==> config.mk <==
export PLATFORM = sky130hd
export DESIGN_NAME = keypad_emulator_flat
export DESIGN_NICKNAME = d
export VERILOG_FILES = /design/src/rtl/keypad_emulator_if.sv /design/src/rtl/keypad_emulator.sv /design/src/flat_wrapper.sv
export SDC_FILE = /design/constraint.sdc
export NUM_CORES = 1
export LEC_CHECK = 0
export ABC_CLOCK_PERIOD_IN_PS = 4910
export CORE_MARGIN = 2
export CORE_UTILIZATION = 47
export CTS_CLUSTER_DIAMETER = 30
export DETAILED_ROUTE_END_ITERATION = 12
export MAX_ROUTING_LAYER = met4
export PLACE_DENSITY = 0.69
export SYNTH_ARGS = -nofsm -noshare
export SYNTH_HDL_FRONTEND = slang
export SYNTH_SLANG_ARGS = --single-unit
==> constraint.sdc <==
create_clock -name clk_i -period 4.91 [get_ports clk_i]
set_input_delay 1.2275 -clock clk_i [delete_from_list [all_inputs] [get_ports clk_i]]
set_output_delay 1.2275 -clock clk_i [all_outputs]
set_load 0.02 [all_outputs]
==> src/rtl/keypad_emulator_if.sv <==
// Request/handshake and scanner-facing bundle of the keypad emulator.
// master = press source and row scanner, slave = emulator.
`timescale 1ns/1ps
interface keypad_emulator_if;
   logic        press_valid;
   logic        press_ready;
   logic [3:0]  key;
   logic [15:0] hold_cycles;
   logic [7:0]  bounce_cycles;
   logic [3:0]  rows;
   logic [3:0]  cols;
   logic        busy;
   logic        done;

   modport master (
      output press_valid, key, hold_cycles, bounce_cycles, rows,
      input  press_ready, cols, busy, done
   );

   modport slave (
      input  press_valid, key, hold_cycles, bounce_cycles, rows,
      output press_ready, cols, busy, done
   );
endinterface

==> src/rtl/keypad_emulator.sv <==
// Emulates one 4x4 keypad press (bounce, hold, bounce) per accepted request; cols follow rows combinationally.
// Requests are accepted only in IDLE (press_ready); press_valid while busy is dropped, never queued.
`timescale 1ns/1ps
module keypad_emulator #(
   parameter logic [7:0] LFSR_SEED = 8'hB4,
   parameter bit         BOUNCE_EN = 1'b1
) (
   input  logic             clk_i,
   input  logic             rst_ni,
   keypad_emulator_if.slave kp_if
);

   typedef enum logic [2:0] {
      S_IDLE,
      S_PBOUNCE,
      S_HOLD,
      S_RBOUNCE,
      S_DONE
   } state_e;

   typedef struct packed {
      logic [3:0]  key;
      logic [15:0] hold;
      logic [7:0]  bounce;
   } req_t;

   state_e      state_q, state_d;
   req_t        req_q, req_d;
   logic [15:0] cnt_q, cnt_d;
   logic        contact_q, contact_d;
   logic [7:0]  lfsr_q, lfsr_d;
   logic [1:0]  key_row, key_col;
   logic [3:0]  cols_w;

   function automatic logic [15:0] at_least_one(input logic [15:0] h);
      return (h == 16'd0) ? 16'd1 : h;
   endfunction

   always_ff @(posedge clk_i or negedge rst_ni) begin
      if (!rst_ni) begin
         state_q   <= S_IDLE;
         req_q     <= '0;
         cnt_q     <= '0;
         contact_q <= 1'b0;
         lfsr_q    <= LFSR_SEED;
      end else begin
         state_q   <= state_d;
         req_q     <= req_d;
         cnt_q     <= cnt_d;
         contact_q <= contact_d;
         lfsr_q    <= lfsr_d;
      end
   end

   // cnt_q holds the cycles left in the current timed state, including this one.
   always_comb begin
      state_d = state_q;
      req_d   = req_q;
      cnt_d   = cnt_q;
      case (state_q)
         S_IDLE: begin
            if (kp_if.press_valid) begin
               req_d = '{key: kp_if.key, hold: kp_if.hold_cycles, bounce: kp_if.bounce_cycles};
               if (BOUNCE_EN && (kp_if.bounce_cycles != 8'd0)) begin
                  state_d = S_PBOUNCE;
                  cnt_d   = {8'd0, kp_if.bounce_cycles};
               end else begin
                  state_d = S_HOLD;
                  cnt_d   = at_least_one(kp_if.hold_cycles);
               end
            end
         end
         S_PBOUNCE: begin
            if (cnt_q == 16'd1) begin
               state_d = S_HOLD;
               cnt_d   = at_least_one(req_q.hold);
            end else begin
               cnt_d = cnt_q - 16'd1;
            end
         end
         S_HOLD: begin
            if (cnt_q == 16'd1) begin
               if (BOUNCE_EN && (req_q.bounce != 8'd0)) begin
                  state_d = S_RBOUNCE;
                  cnt_d   = {8'd0, req_q.bounce};
               end else begin
                  state_d = S_DONE;
                  cnt_d   = 16'd0;
               end
            end else begin
               cnt_d = cnt_q - 16'd1;
            end
         end
         S_RBOUNCE: begin
            if (cnt_q == 16'd1) begin
               state_d = S_DONE;
               cnt_d   = 16'd0;
            end else begin
               cnt_d = cnt_q - 16'd1;
            end
         end
         S_DONE: begin
            state_d = S_IDLE;
         end
         default: begin
            state_d = S_IDLE;
            cnt_d   = 16'd0;
         end
      endcase
   end

   // Contact is registered against the next state so that during a bounce cycle it equals lfsr_q[0].
   always_comb begin
      lfsr_d = lfsr_q;
      if ((state_q == S_PBOUNCE) || (state_q == S_RBOUNCE)) begin
         lfsr_d = {lfsr_q[6:0], lfsr_q[7] ^ lfsr_q[5] ^ lfsr_q[4] ^ lfsr_q[3]};
      end
      contact_d = 1'b0;
      if (state_d == S_HOLD) begin
         contact_d = 1'b1;
      end else if ((state_d == S_PBOUNCE) || (state_d == S_RBOUNCE)) begin
         contact_d = lfsr_d[0];
      end
   end

   always_comb begin
      key_row = 2'd0;
      key_col = 2'd0;
      case (req_q.key)
         4'h1: begin key_row = 2'd0; key_col = 2'd0; end
         4'h2: begin key_row = 2'd0; key_col = 2'd1; end
         4'h3: begin key_row = 2'd0; key_col = 2'd2; end
         4'hA: begin key_row = 2'd0; key_col = 2'd3; end
         4'h4: begin key_row = 2'd1; key_col = 2'd0; end
         4'h5: begin key_row = 2'd1; key_col = 2'd1; end
         4'h6: begin key_row = 2'd1; key_col = 2'd2; end
         4'hB: begin key_row = 2'd1; key_col = 2'd3; end
         4'h7: begin key_row = 2'd2; key_col = 2'd0; end
         4'h8: begin key_row = 2'd2; key_col = 2'd1; end
         4'h9: begin key_row = 2'd2; key_col = 2'd2; end
         4'hC: begin key_row = 2'd2; key_col = 2'd3; end
         4'hE: begin key_row = 2'd3; key_col = 2'd0; end
         4'h0: begin key_row = 2'd3; key_col = 2'd1; end
         4'hF: begin key_row = 2'd3; key_col = 2'd2; end
         4'hD: begin key_row = 2'd3; key_col = 2'd3; end
         default: begin key_row = 2'd0; key_col = 2'd0; end
      endcase
   end

   always_comb begin
      cols_w          = 4'b0000;
      cols_w[key_col] = contact_q & kp_if.rows[key_row];
   end

   assign kp_if.cols        = cols_w;
   assign kp_if.press_ready = (state_q == S_IDLE);
   assign kp_if.busy        = (state_q != S_IDLE);
   assign kp_if.done        = (state_q == S_DONE);

endmodule

==> src/flat_wrapper.sv <==
// flat-port wrapper written by rule: the top's interface ports become plain ports
module keypad_emulator_flat 
#(
   parameter logic [7:0] LFSR_SEED = 8'hB4,
   parameter bit         BOUNCE_EN = 1'b1
)
  (clk_i, rst_ni, kp_if_press_valid, kp_if_key, kp_if_hold_cycles, kp_if_bounce_cycles, kp_if_rows, kp_if_press_ready, kp_if_cols, kp_if_busy, kp_if_done);
  keypad_emulator_if kp_if_i ();
  input  logic clk_i;
  input  logic rst_ni;
  input wire logic [$bits(kp_if_i.press_valid)-1:0] kp_if_press_valid;
  input wire logic [$bits(kp_if_i.key)-1:0] kp_if_key;
  input wire logic [$bits(kp_if_i.hold_cycles)-1:0] kp_if_hold_cycles;
  input wire logic [$bits(kp_if_i.bounce_cycles)-1:0] kp_if_bounce_cycles;
  input wire logic [$bits(kp_if_i.rows)-1:0] kp_if_rows;
  output wire logic [$bits(kp_if_i.press_ready)-1:0] kp_if_press_ready;
  output wire logic [$bits(kp_if_i.cols)-1:0] kp_if_cols;
  output wire logic [$bits(kp_if_i.busy)-1:0] kp_if_busy;
  output wire logic [$bits(kp_if_i.done)-1:0] kp_if_done;
  assign kp_if_i.press_valid = kp_if_press_valid;
  assign kp_if_i.key = kp_if_key;
  assign kp_if_i.hold_cycles = kp_if_hold_cycles;
  assign kp_if_i.bounce_cycles = kp_if_bounce_cycles;
  assign kp_if_i.rows = kp_if_rows;
  assign kp_if_press_ready = kp_if_i.press_ready;
  assign kp_if_cols = kp_if_i.cols;
  assign kp_if_busy = kp_if_i.busy;
  assign kp_if_done = kp_if_i.done;
  keypad_emulator #(.LFSR_SEED(LFSR_SEED), .BOUNCE_EN(BOUNCE_EN)) u_core (.clk_i(clk_i), .rst_ni(rst_ni), .kp_if(kp_if_i));
endmodule
==> results of run 1 <==
-- power by group through the flow --
stage | clock network [mW] | logic (mW) | registers [mW]
floorplan | 0 | 0.0428 | 0.489
global placement | 0 | 0.0949 | 0.498
detailed placement | 0 | 0.0965 | 0.498
CTS | 0.316 | 0.0968 | 0.489
global route | 0.337 | 0.106 | 0.491
finish | 0.310 | 0.0963 | 0.490
-- state kept, by name (all words and copies together) (netlist names) --
signal            count
u_core.req_q         28
u_core.cnt_q         16
u_core.lfsr_q         8
u_core.state_q        3
u_core.contact_q      1
-- critical path, stage by stage --
cell and delay [ps]:
clkdlybuf4s50_1 460, or3b_2 450, a21oi_1 150, o21ai_0 90, nand2_1 70, nand2_1 110, nor3_1 200, clkdlybuf4s50_1 630
-- layout by cell type (no fill, tap or decap), drive strengths merged, types with 5 or more instances in the layout --
cell type      instances
a31oi                  8
xnor2                  9
a211oi                 5
and3                   5
buf                    5
inv                    5
nor4                  11
nand3                  6
clkdlybuf4s50         40
o21ai                 31
nor3                   7
nor2                  29
dfrtp                 52
nand2                102
xor2                   5
nand2b                 6
and2                   6
mux2                   7
nor2b                 10
a22oi                  5
clkbuf                 5
a21oi                 17
-- cells by family after synthesis --
logic type,count (synthesis),share of synthesized area
AOI/OAI and AO/OA,94,0.176
DFF,56,0.412
muxes,9,0.0290
xor gates and xnor gates,14,0.0360
buffers and inverters,29,0.0352
and+or+nand+nor,206,0.304
adders and majority gates,2,0.00734
-- per-layer routing --
metal  global-route usage  vias up
met2                0.372      118
met1                0.363     1525
li1                     -     1512
met5                    -        -
met3               0.0397       10
met4               0.0733        0
-- worst max-delay path by stage --
stage | slack, ps | startpoint | end | cells past startpoint
3_5_place_dp | 290 | kp_if_rows[3] | kp_if_cols[3] | 8
3_3_place_gp | 340 | kp_if_rows[3] | kp_if_cols[3] | 8
4_1_cts | 280 | kp_if_rows[3] | kp_if_cols[3] | 8
5_1_grt | 150 | kp_if_rows[3] | kp_if_cols[3] | 8
6_report | 300 | kp_if_rows[3] | kp_if_cols[3] | 8
2_1_floorplan | 1180 | kp_if_rows[3] | kp_if_cols[3] | 6
-- layout make-up --
cell class	count	area, µm²
sequential	56	1410
clock inverter	3	42.5
fill	684	3150
timing repair buffer	45	435
inverter	6	22.5
tap	99	124
multi-input combinational	325	1890
clock buffer	5	68.8
==> flow_summary.ini, run 1 <==
[status]
status = finished, final reports clean

[placed_design]
post-dp-hpwl_um = 6850
dp.cells = 531
gp_congestion = 0.887
port_buffers = 41
place_area_um2 = 3870
pre_cts_ws_ps = 288

[detailed_routing]
top_layer = met4
via_per_inst = 5.87
route.vias.total = 3165
dr_wl_met2_um = 4360
drtIter0Drc = 295
drc_errors = 0
drt-met1-wl_um = 4240
wl_um = 9240
ant_nets = 0
wl_met3_um = 514
routedWlPerCell_um = 17.2
dr.pass1.iters = 5

[cts]
numCtsBuffers = 5
worstSkewPairLatency_ps = 320
clk_pin_slew_ps = 100
cts_root_buf = clkbuf_8
clock_path_buffers = 2
ctsResizeCount = 0
ctsHoldBuffers = 0
clock-sinks = 56
h-tree-depth = 2
cts_setup_buffers = 0
cts_tree = built

[die]
die-area_um2 = 7950
fp.dieW_um = 89.2
boundaryPins = 42
initial_core_util = 0.478
row_count = 31
die_y_um = 89.2
coreArea_um2 = 7140

[final_layout]
fin_util = 0.559
antenna_cells = 0
fin_nets = 476
drive_above_1_share = 0.0818
synthToLayoutAreaGrowth_pct = 16.9
design_area_um2 = 3990
fin_cells = 539

[sta]
setup_violations = 0
whs_ps = 514
post-route-period-util = 0.939
worst_slack_ps = 299
fin_crit_ps = 4610
finalHoldViolCount = 0
final.setup.tns_ps = 0
maxSlewViolCount = 0
max_freq_mhz = 217
rsz0062_at_grt = no
finalClockSkew_ps = 10.5
worstMarginPinSlew_ps = 853
slew_headroom = 0.429

[worst_setup_path]
r2r_cells = 6
end_kind = output port
r2r_end = u_core.cnt_q[2]
cp_data_required_time_ps = 3680
cp_max_fo = 4
reg2reg_from = u_core.cnt_q[2]
startpoint_type = primary input
crit_arrival_ps = 3380
critical_path_class = primary input to output port
r2r_setup_slack_ps = 2130

[grt]
gr-total-overflow = 0
grt_util_all_layers = 0.253
grt_max_degree = 41
grt_pass1_vias = 2840
grt_pass1_wl_um = 15000
antenna_found_initial = 0

[flow_run]
max_cap_violations = 0

[synth]
synthArstFlopShare = 1.00
syn_nets = 447
synth_common_cells = nand2_1 (101), dfrtp_1 (52), nor2_1 (28)
synth.area.top_cells = dfrtp_1 (38%), nand2_1 (11%), o21ai_0 (3.2%)
synth_cell_types = 58
syn_area_um2 = 3410
yosys.area.top_type_share = 0.382
avgSynthCellArea_um2 = 8.32
ys_seq_area_frac = 0.412
synth_edf_count = 0
synth_area_leader_cell = dfrtp_1
synth_cells = 410
yosys_most_used_dff = dfrtp_1
ys_warn_count = 0
yosys.cell_count.top_type = nand2_1
yosys_register_bits = 56

[pwr]
finalPower_uw = 896
pwr-share-seq = 0.546
switching_share = 0.249
power_frac_comb = 0.107
switching_power_uw = 223
power_density_nw_per_um2 = 225
leakagePower_nw = 1.67
power_frac_clock = 0.346
power.internal_uw = 673
ir_drop_uv = 165

[min_path]
hold_start = u_core.lfsr_q[1]
holdCritPathClass = register to register
whs_path_depth = 1
hold_path_end = u_core.lfsr_q[2]
No activity file was read; power rests on OpenSTA's default activity.
==> run 2: changes to the inputs <==
CTS_BUF_LIST = sky130_fd_sc_hd__clkbuf_4 sky130_fd_sc_hd__clkbuf_8   (was not set)
==> results of run 2 <==
Final layout, timing and power as in run 1 (identical DEF).
